===== src/rtl/tx_sched_pkg.sv =====
// Shared types and defaults for the TX frame scheduler.
// TX_STRICT_PRIORITY_EN (in tx_rr_arbiter) selects fixed priority instead of round-robin.
package tx_sched_pkg;

  localparam int unsigned IFG_CYCLES_DEF = 12;
  localparam int unsigned LEN_W_DEF      = 8;

  typedef enum logic [1:0] {
    ST_IDLE      = 2'd0,
    ST_SEND      = 2'd1,
    ST_WAIT_DONE = 2'd2,
    ST_GAP       = 2'd3
  } tx_state_e;

endpackage


===== src/rtl/tx_rr_arbiter.sv =====
// Two-requester arbiter with one-hot grant; pointer advances on update_i.
// Define TX_STRICT_PRIORITY_EN to make requester 0 always win contention.
module tx_rr_arbiter (
  input  logic       clk,
  input  logic       rst_n,
  input  logic [1:0] req_i,
  input  logic       update_i,
  output logic [1:0] grant_o
);

`ifdef TX_STRICT_PRIORITY_EN
  logic unused_ok;
  assign unused_ok = &{1'b0, clk, rst_n, update_i};

  always_comb begin
    grant_o = '0;
    if (req_i[0])      grant_o = 2'b01;
    else if (req_i[1]) grant_o = 2'b10;
  end
`else
  // Set when requester 1 was served last; reset value favours requester 0.
  logic last1_q;

  always_comb begin
    grant_o = '0;
    if (req_i[0] && req_i[1]) grant_o = last1_q ? 2'b01 : 2'b10;
    else if (req_i[0])        grant_o = 2'b01;
    else if (req_i[1])        grant_o = 2'b10;
  end

  always_ff @(posedge clk) begin
    if (!rst_n) begin
      last1_q <= 1'b1;
    end else if (update_i && (grant_o != '0)) begin
      last1_q <= grant_o[1];
    end
  end
`endif

endmodule


===== src/rtl/tx_frame_scheduler.sv =====
// Arbitrates two frame requesters onto one MAC and enforces an inter-frame gap.
// Build option TX_STRICT_PRIORITY_EN: requester 0 always wins contention.
module tx_frame_scheduler
  import tx_sched_pkg::*;
#(
  parameter int unsigned IFG_CYCLES = IFG_CYCLES_DEF,
  parameter int unsigned LEN_W      = LEN_W_DEF
) (
  input  logic             clk,
  input  logic             rst_n,
  input  logic             req0,
  input  logic             req1,
  input  logic [LEN_W-1:0] len0,
  input  logic [LEN_W-1:0] len1,
  input  logic [31:0]      wdata0,
  input  logic [31:0]      wdata1,
  output logic             rd0,
  output logic             rd1,
  output logic [1:0]       grant,
  output logic [1:0]       frame_done,
  output logic [31:0]      mac_data,
  output logic             mac_tx_en,
  input  logic             mac_data_en,
  input  logic             mac_tx_done,
  output logic             busy
);

  localparam int unsigned GAP_W = (IFG_CYCLES > 0) ? $clog2(IFG_CYCLES + 1) : 1;

  tx_state_e        state_q, state_d;
  logic [1:0]       grant_q, grant_d;
  logic [1:0]       done_q, done_d;
  logic             tx_en_q, tx_en_d;
  logic [LEN_W-1:0] cnt_q, cnt_d;
  logic [GAP_W-1:0] gap_q, gap_d;

  logic [1:0]       arb_gnt;
  logic             arb_update;
  logic [LEN_W-1:0] win_len;
  logic             go_gap;
  logic             pop;

  tx_rr_arbiter u_arb (
    .clk      (clk),
    .rst_n    (rst_n),
    .req_i    ({req1, req0}),
    .update_i (arb_update),
    .grant_o  (arb_gnt)
  );

  assign win_len = arb_gnt[1] ? len1 : len0;

  always_comb begin
    state_d    = state_q;
    grant_d    = grant_q;
    done_d     = '0;
    tx_en_d    = tx_en_q;
    cnt_d      = cnt_q;
    gap_d      = gap_q;
    arb_update = 1'b0;
    go_gap     = 1'b0;

    case (state_q)
      ST_IDLE: begin
        if (req0 || req1) begin
          arb_update = 1'b1;
          if (win_len == '0) begin
            done_d = arb_gnt;
            go_gap = 1'b1;
          end else begin
            grant_d = arb_gnt;
            cnt_d   = win_len;
            tx_en_d = 1'b1;
            state_d = ST_SEND;
          end
        end
      end
      ST_SEND: begin
        // An abort from the MAC wins over a simultaneous word accept.
        if (mac_tx_done) begin
          done_d  = grant_q;
          grant_d = '0;
          tx_en_d = 1'b0;
          cnt_d   = '0;
          go_gap  = 1'b1;
        end else if (mac_data_en) begin
          cnt_d = cnt_q - LEN_W'(1);
          if (cnt_q == LEN_W'(1)) begin
            tx_en_d = 1'b0;
            state_d = ST_WAIT_DONE;
          end
        end
      end
      ST_WAIT_DONE: begin
        if (mac_tx_done) begin
          done_d  = grant_q;
          grant_d = '0;
          go_gap  = 1'b1;
        end
      end
      ST_GAP: begin
        if (gap_q <= GAP_W'(1)) begin
          gap_d   = '0;
          state_d = ST_IDLE;
        end else begin
          gap_d = gap_q - GAP_W'(1);
        end
      end
      default: state_d = ST_IDLE;
    endcase

    if (go_gap) begin
      if (IFG_CYCLES == 0) begin
        state_d = ST_IDLE;
      end else begin
        state_d = ST_GAP;
        gap_d   = GAP_W'(IFG_CYCLES);
      end
    end
  end

  always_ff @(posedge clk) begin
    if (!rst_n) begin
      state_q <= ST_IDLE;
      grant_q <= '0;
      done_q  <= '0;
      tx_en_q <= 1'b0;
      cnt_q   <= '0;
      gap_q   <= '0;
    end else begin
      state_q <= state_d;
      grant_q <= grant_d;
      done_q  <= done_d;
      tx_en_q <= tx_en_d;
      cnt_q   <= cnt_d;
      gap_q   <= gap_d;
    end
  end

  assign pop        = (state_q == ST_SEND) && mac_data_en && !mac_tx_done;
  assign rd0        = pop && grant_q[0];
  assign rd1        = pop && grant_q[1];
  assign mac_data   = (state_q == ST_SEND) ? (grant_q[1] ? wdata1 : wdata0) : '0;
  assign grant      = grant_q;
  assign frame_done = done_q;
  assign mac_tx_en  = tx_en_q;
  assign busy       = (state_q != ST_IDLE);

endmodule


===== config.mk =====
export PLATFORM = sky130hd
export DESIGN_NAME = tx_frame_scheduler
export DESIGN_NICKNAME = d
export VERILOG_FILES = /design/src/rtl/tx_sched_pkg.sv /design/src/rtl/tx_rr_arbiter.sv /design/src/rtl/tx_frame_scheduler.sv
export SDC_FILE = /design/constraint.sdc
export NUM_CORES = 1
export LEC_CHECK = 0
export BUFFER_PORTS_ARGS = -buffer_cell sky130_fd_sc_hd__buf_2
export CORE_ASPECT_RATIO = 1.25
export CORE_MARGIN = 2
export CORE_UTILIZATION = 35
export DETAILED_ROUTE_END_ITERATION = 12
export PLACE_DENSITY = 0.68
export SKIP_LAST_GASP = 1
export SLEW_MARGIN = 20
export SYNTH_ARGS = -nofsm -noshare
export SYNTH_HDL_FRONTEND = slang
export SYNTH_HIERARCHICAL = 1
export SYNTH_SLANG_ARGS = --single-unit

===== constraint.sdc =====
create_clock -name clk -period 2.95 [get_ports clk]
set_input_delay 0.4425 -clock clk [delete_from_list [all_inputs] [get_ports clk]]
set_output_delay 0.4425 -clock clk [all_outputs]
set_load 0.02 [all_outputs]

# Yosys cells after proc, flatten, opt, wreduce, memory -nomap -nowiden
# Cells that the tools add are included.
# W data, S select, Z words.
# totals
register_bits	20
wordCells	92
out_inout_bits	40
input_bits	86
# op_classes
add_sub_neg	2
eq_ne	15
order_cmp	1
n_reduce_logical	22
bitwise_logic	1
n_mux	43
# op_table
op	count
$mux W32	2
$mux W8	5
$mux W2	17
$ne A3 B3 Y1 const B	8
$pmux W8 S2	1
$mux W4	3
$mux W1	10
$reduce_bool A2 Y1	5
$eq A8 B1 Y1 const B	1
$logic_not A8 Y1	1
$pmux W2 S2	2
$reduce_and A4 Y1	2
$sub A8 B1 Y8 const B	1
$reduce_and A7 Y1	1
$logic_and A1 B1 Y1	6
$pmux W2 S3	1
$reduce_and A5 Y1	1
$eq A2 B2 Y1 const B	2
$le A4 B1 Y1 const B	1
$ne A2 B2 Y1 const B	2
$pmux W1 S2	2
$reduce_bool A4 Y1	1
$reduce_or A2 Y1	2
$sub A4 B1 Y4 const B	1
other kinds (6)	6

# Logic depth before layout (Yosys ltp)
# depth
ltp_word	10
mapped_depth	9

# Modules after synthesis
# Netlist, hierarchy kept.
# modules_own_cells
mod	cells_per_inst	area_each_um2	n_inst
tx_frame_scheduler	239	1926.8	1
tx_rr_arbiter	7	58.8	1

# Worst setup path before layout
# No wires, ideal clock.
# synth_timing
path_kind	input to register
from	input req1
to	register state_q[0]
path_slack_ps	435
path_stages	7
arrival_ps	2444
setup_time_ps	72
required_ps	2878
path_cell_list	a21boi_0 or4b_1 o22a_2 o32a_4 o21a_1 a311oi_2 mux2i_1
# synth_via
elab_chain_len	10
elab_cells_between_ends	19
# synth_lines
item	line_no	text
start: declaration	tx_frame_scheduler.sv:12	input logic req1,
$mux W2	tx_rr_arbiter.sv:28	else if (req_i[1]) grant_o = 2'b10;
$mux W2	tx_rr_arbiter.sv:27	else if (req_i[0]) grant_o = 2'b01;
$mux W2	tx_rr_arbiter.sv:26	if (req_i[0] && req_i[1]) grant_o = last1_q ? 2'b01 : 2'b10;
$mux W8	tx_frame_scheduler.sv:51	assign win_len = arb_gnt[1] ? len1 : len0;
$logic_not A8 Y1	tx_frame_scheduler.sv:67	if (win_len == '0) begin
$mux W1	tx_frame_scheduler.sv:67	
$mux W1	tx_frame_scheduler.sv:65	if (req0 || req1) begin
$pmux W1 S2	tx_frame_scheduler.sv:63	case (state_q)
$ne A3 B3 Y1 (no source line) / $reduce_bool A4 Y1 (equally long branches)	n/a	
$reduce_and A7 Y1 (no source line)	n/a	
end signal: assignment	tx_frame_scheduler.sv:131	state_q <= state_d;
end: declaration	tx_frame_scheduler.sv:30	tx_state_e state_q, state_d;
# Parallel ways exist; a longest one is shown, timed or not.
# A chain may end at the register's enable or synchronous reset.

# Worst setup path after layout
# layout_timing
from	register state_q[0]
to	register state_q[0]
# layout_via
elab_chain_len	5
elab_cells_between_ends	16
# layout_lines
item	line_no
$eq A2 B1 Y1 / $eq A2 B2 Y1 (equally long branches)	tx_frame_scheduler.sv:63
$reduce_or A2 Y1 (no source line)	n/a
$pmux W1 S2	tx_frame_scheduler.sv:63
$ne A3 B3 Y1 (no source line) / $reduce_bool A4 Y1 (equally long branches)	n/a
$reduce_and A7 Y1 (no source line)	n/a
# Parallel ways exist; a longest one is shown, timed or not.

==> flow_summary.toml <==
[global_route]
grt_start_max_net_pins = 35
grt_pass1_wl_um = 9246
first_global_vias = 2048
track_usage_pct = 17.90
gr-total-overflow = 0
antenna_found_initial = 2

[clock_network]
cts-root-buf = "clkbuf_8"
post_cts_buffers = 0
cts_sinks = 20
numCtsBuffers = 3
clk_transition_reported_paths_ps = 70
cts.path.max_buffers = 2
h-tree-depth = 1
clk_latency_ps = 260
ctsResizeCount = 0
cts_tree = "yes"
cts_hold_buf = 0

[power]
peakVddDrop_mv = 0.5468
p_seq_share_pct = 21.4
swShare_pct = 47.70
switchingPower_mw = 1.067
powerDensity_nw_per_um2 = 807.5
pwr-share-clk_pct = 12.4
leakagePower_nw = 1.323
intPower_mw = 1.169
power_frac_comb_pct = 66.3

[floorplanning]
core_area_sq_um = 5443
ios = 126
initial_core_util_pct = 36.48
die_area_sq_um = 6296
die_w_um = 71.37
die_y_um = 88.21
row_count = 30

[final_layout]
stdcell_count = 433
final_common_cell = "buf_2"
area_growth_pct = 39.45
final_cell_area_sq_um = 2769
final_cell_mix = "buf_2 (125), mux2i_1 (43), nor2b_1 (37), dfxtp_1 (19), nor2_1 (15)"
fin_util_pct = 50.87
drive_above_1_share_pct = 39.40
nets = 463

[run]
drv_cap = 0

[synthesis]
syn-cell-area_sq_um = 1986
syn_nets = 340
ys_ff_latch = 20
yosysSeqAreaShare_pct = 20.16
syn_avg_cell_area_sq_um = 8.072
yosysWarnings = 6
synth_xor_area_share_pct = 0
synth_adder_area_share_pct = 5.041
synth-compound-area-share_pct = 21.80
synth_top_cell_by_area = "mux2i_1"
yosys.cell_types.count = 44
yosys-top-cells-area = "mux2i_1 (22%), dfxtp_1 (20%), nor2b_1 (12%)"
synth_simple_gate_area_share_pct = 25.58
yosysTopAreaCellShare_pct = 21.68
synth_top_family_by_area = "simple AND/OR/NAND/NOR gates"
synth_mux_area_share_pct = 22.24
synthCells = 246

[min_path]
hp-class = "flip-flop to flip-flop"

[place]
detailed_place_hpwl_um = 5017
place_area_sq_um = 2695
place.gp.congestion = 0.9208
portBuffers = 125
dpl.cell_count = 428

[sta]
hold_violations = 0
rsz0062_at_grt = "false"
fmax_mhz = 401.0
fin_worst_skew_ps = 3.268
worstMarginPinSlew_ps = 629.0
slew_viol_final = 0
setup_viol = 0
fin_setup_tns_ps = 0
period_share_pct = 84.54
post-route-min-period_ps = 2494
worst_slew_margin_rel_pct = 58.07

[route]
wl_met3_um = 530
vias_per_cell = 5.236
drc = 0
wl_per_cell_um = 14.04
met2WireLength_um = 3061
routed_wl_um = 6080
ant_nets = 0
drtPass1Iterations = 4
wirelength_met1_um = 2405
via_count = 2267
highest_layer = "met5"
drt_iter0_markers = 40

[critical_path]
cp_max_fo = 10
end_kind = "flip-flop"
cp.required_ps = 3150
cp.arrival_ps = 2690
start_kind = "flip-flop"
path_class = "flip-flop to flip-flop"

[status]
run_status = "complete, no violations"
==> area by class of cell <==
cell class / count / area [sq um]
clock buffers: 3 / 41.29
flip-flops and latches: 20 / 401.6
fillers: 557 / 2674
multi-input cells: 199 / 1483
well taps: 64 / 80.08
inverters: 12 / 45.04
repair buffers: 133 / 685.7
diodes: 1 / 2.502
clock inverters: 1 / 30.03
==> layer usage <==
metal  vias to the layer above  global-route usage, %
met2                        97                  34.51
met1                      1010                  19.88
met3                        11                  4.328
met5                         -                      0
li1                       1147                      -
met4                         2                  3.431
==> registers in the layout, summed over array words and instances (netlist names) <==
signal and flops:
mac_tx_en 1, u_arb/last1_q 1, state_q 2, cnt_q 8, grant 2, gap_q 4
frame_done 2
==> synthesized netlist by cell type <==
| library cell | instances |
|---|---|
| nor3b_1 | 1 |
| or4b_1 | 1 |
| o21ai_2 | 2 |
| a211oi_1 | 2 |
| o221ai_1 | 2 |
| inv_1 | 12 |
| mux2i_1 | 43 |
| o211ai_1 | 1 |
| ha_1 | 8 |
| a22oi_1 | 2 |
| nand4_1 | 2 |
| o311a_1 | 1 |
| nor4b_1 | 1 |
| dfxtp_1 | 20 |
| a32oi_1 | 2 |
| buf_1 | 2 |
| a31oi_1 | 1 |
| or2_2 | 1 |
| nand2b_1 | 4 |
| o31a_1 | 4 |
| nand2_1 | 9 |
| o21a_1 | 4 |
| nand3_1 | 2 |
| mux2_2 | 1 |
| a211o_1 | 1 |
| or4_1 | 1 |
| a21o_1 | 2 |
| a21oi_1 | 8 |
| and3_1 | 5 |
| o21ai_0 | 5 |
| and4_1 | 1 |
| buf_2 | 1 |
| nor4_1 | 7 |
| nor3_1 | 3 |
| clkbuf_1 | 12 |
| o22a_2 | 1 |
| o31ai_1 | 3 |
| nor2b_1 | 37 |
| a21boi_0 | 8 |
| o311ai_0 | 2 |
| a311oi_2 | 1 |
| nor2_1 | 15 |
| o22ai_1 | 4 |
| o32a_4 | 1 |
==> cells by family (layout without fill, tap and decap cells) <==
logic type / Yosys count / count (layout)
simple gates: 90 / 90
compound gates: 57 / 57
mux: 44 / 44
buf+inv: 27 / 149
flops: 20 / 20
fa+ha+maj: 8 / 8
other cells: 0 / 1
==> power by group through the flow <==
stage | clock network (mW) | registers [mW] | logic, mW
6_report | 0.276 | 0.477 | 1.48
5_1_grt | 0.293 | 0.489 | 1.63
4_1_cts | 0.283 | 0.475 | 1.48
3_5_place_dp | 0 | 0.481 | 1.48
3_3_place_gp | 0 | 0.480 | 1.47
2_1_floorplan | 0 | 0.448 | 1.08
==> stage by stage <==
stage / power (mW) / worst slack (ps) / hold WS, ps
after global placement: 1.953 / 296.1 / 467.8
after CTS: 2.242 / 453.5 / 483.5
final: 2.236 / 456.1 / 481.4
after floorplan: 1.527 / 434.7 / 495.1
after global routing: 2.409 / 252.5 / 512.9
after detailed placement: 1.960 / 201.1 / 472.4
==> worst max-delay path, stage by stage (launching register included) <==
cell and delay (ps):
dfxtp_1 400, inv_1 110, ha_1 350, o21ai_0 270, or2_2 340, o32a_4 340, o21a_1 150, a311oi_2 270
mux2i_1 200
==> worst paths after layout <==
path	startpoint	endpoint	slack (ps)	cells past startpoint
worst max-delay path	state_q[0]	state_q[0]	460	8
worst min-delay path	mac_tx_en	mac_tx_en	480	2
worst max register to register	state_q[0]	state_q[0]	460	8
worst min register to register	mac_tx_en	mac_tx_en	480	2
Note: power is estimated with default switching activity, not from simulation.
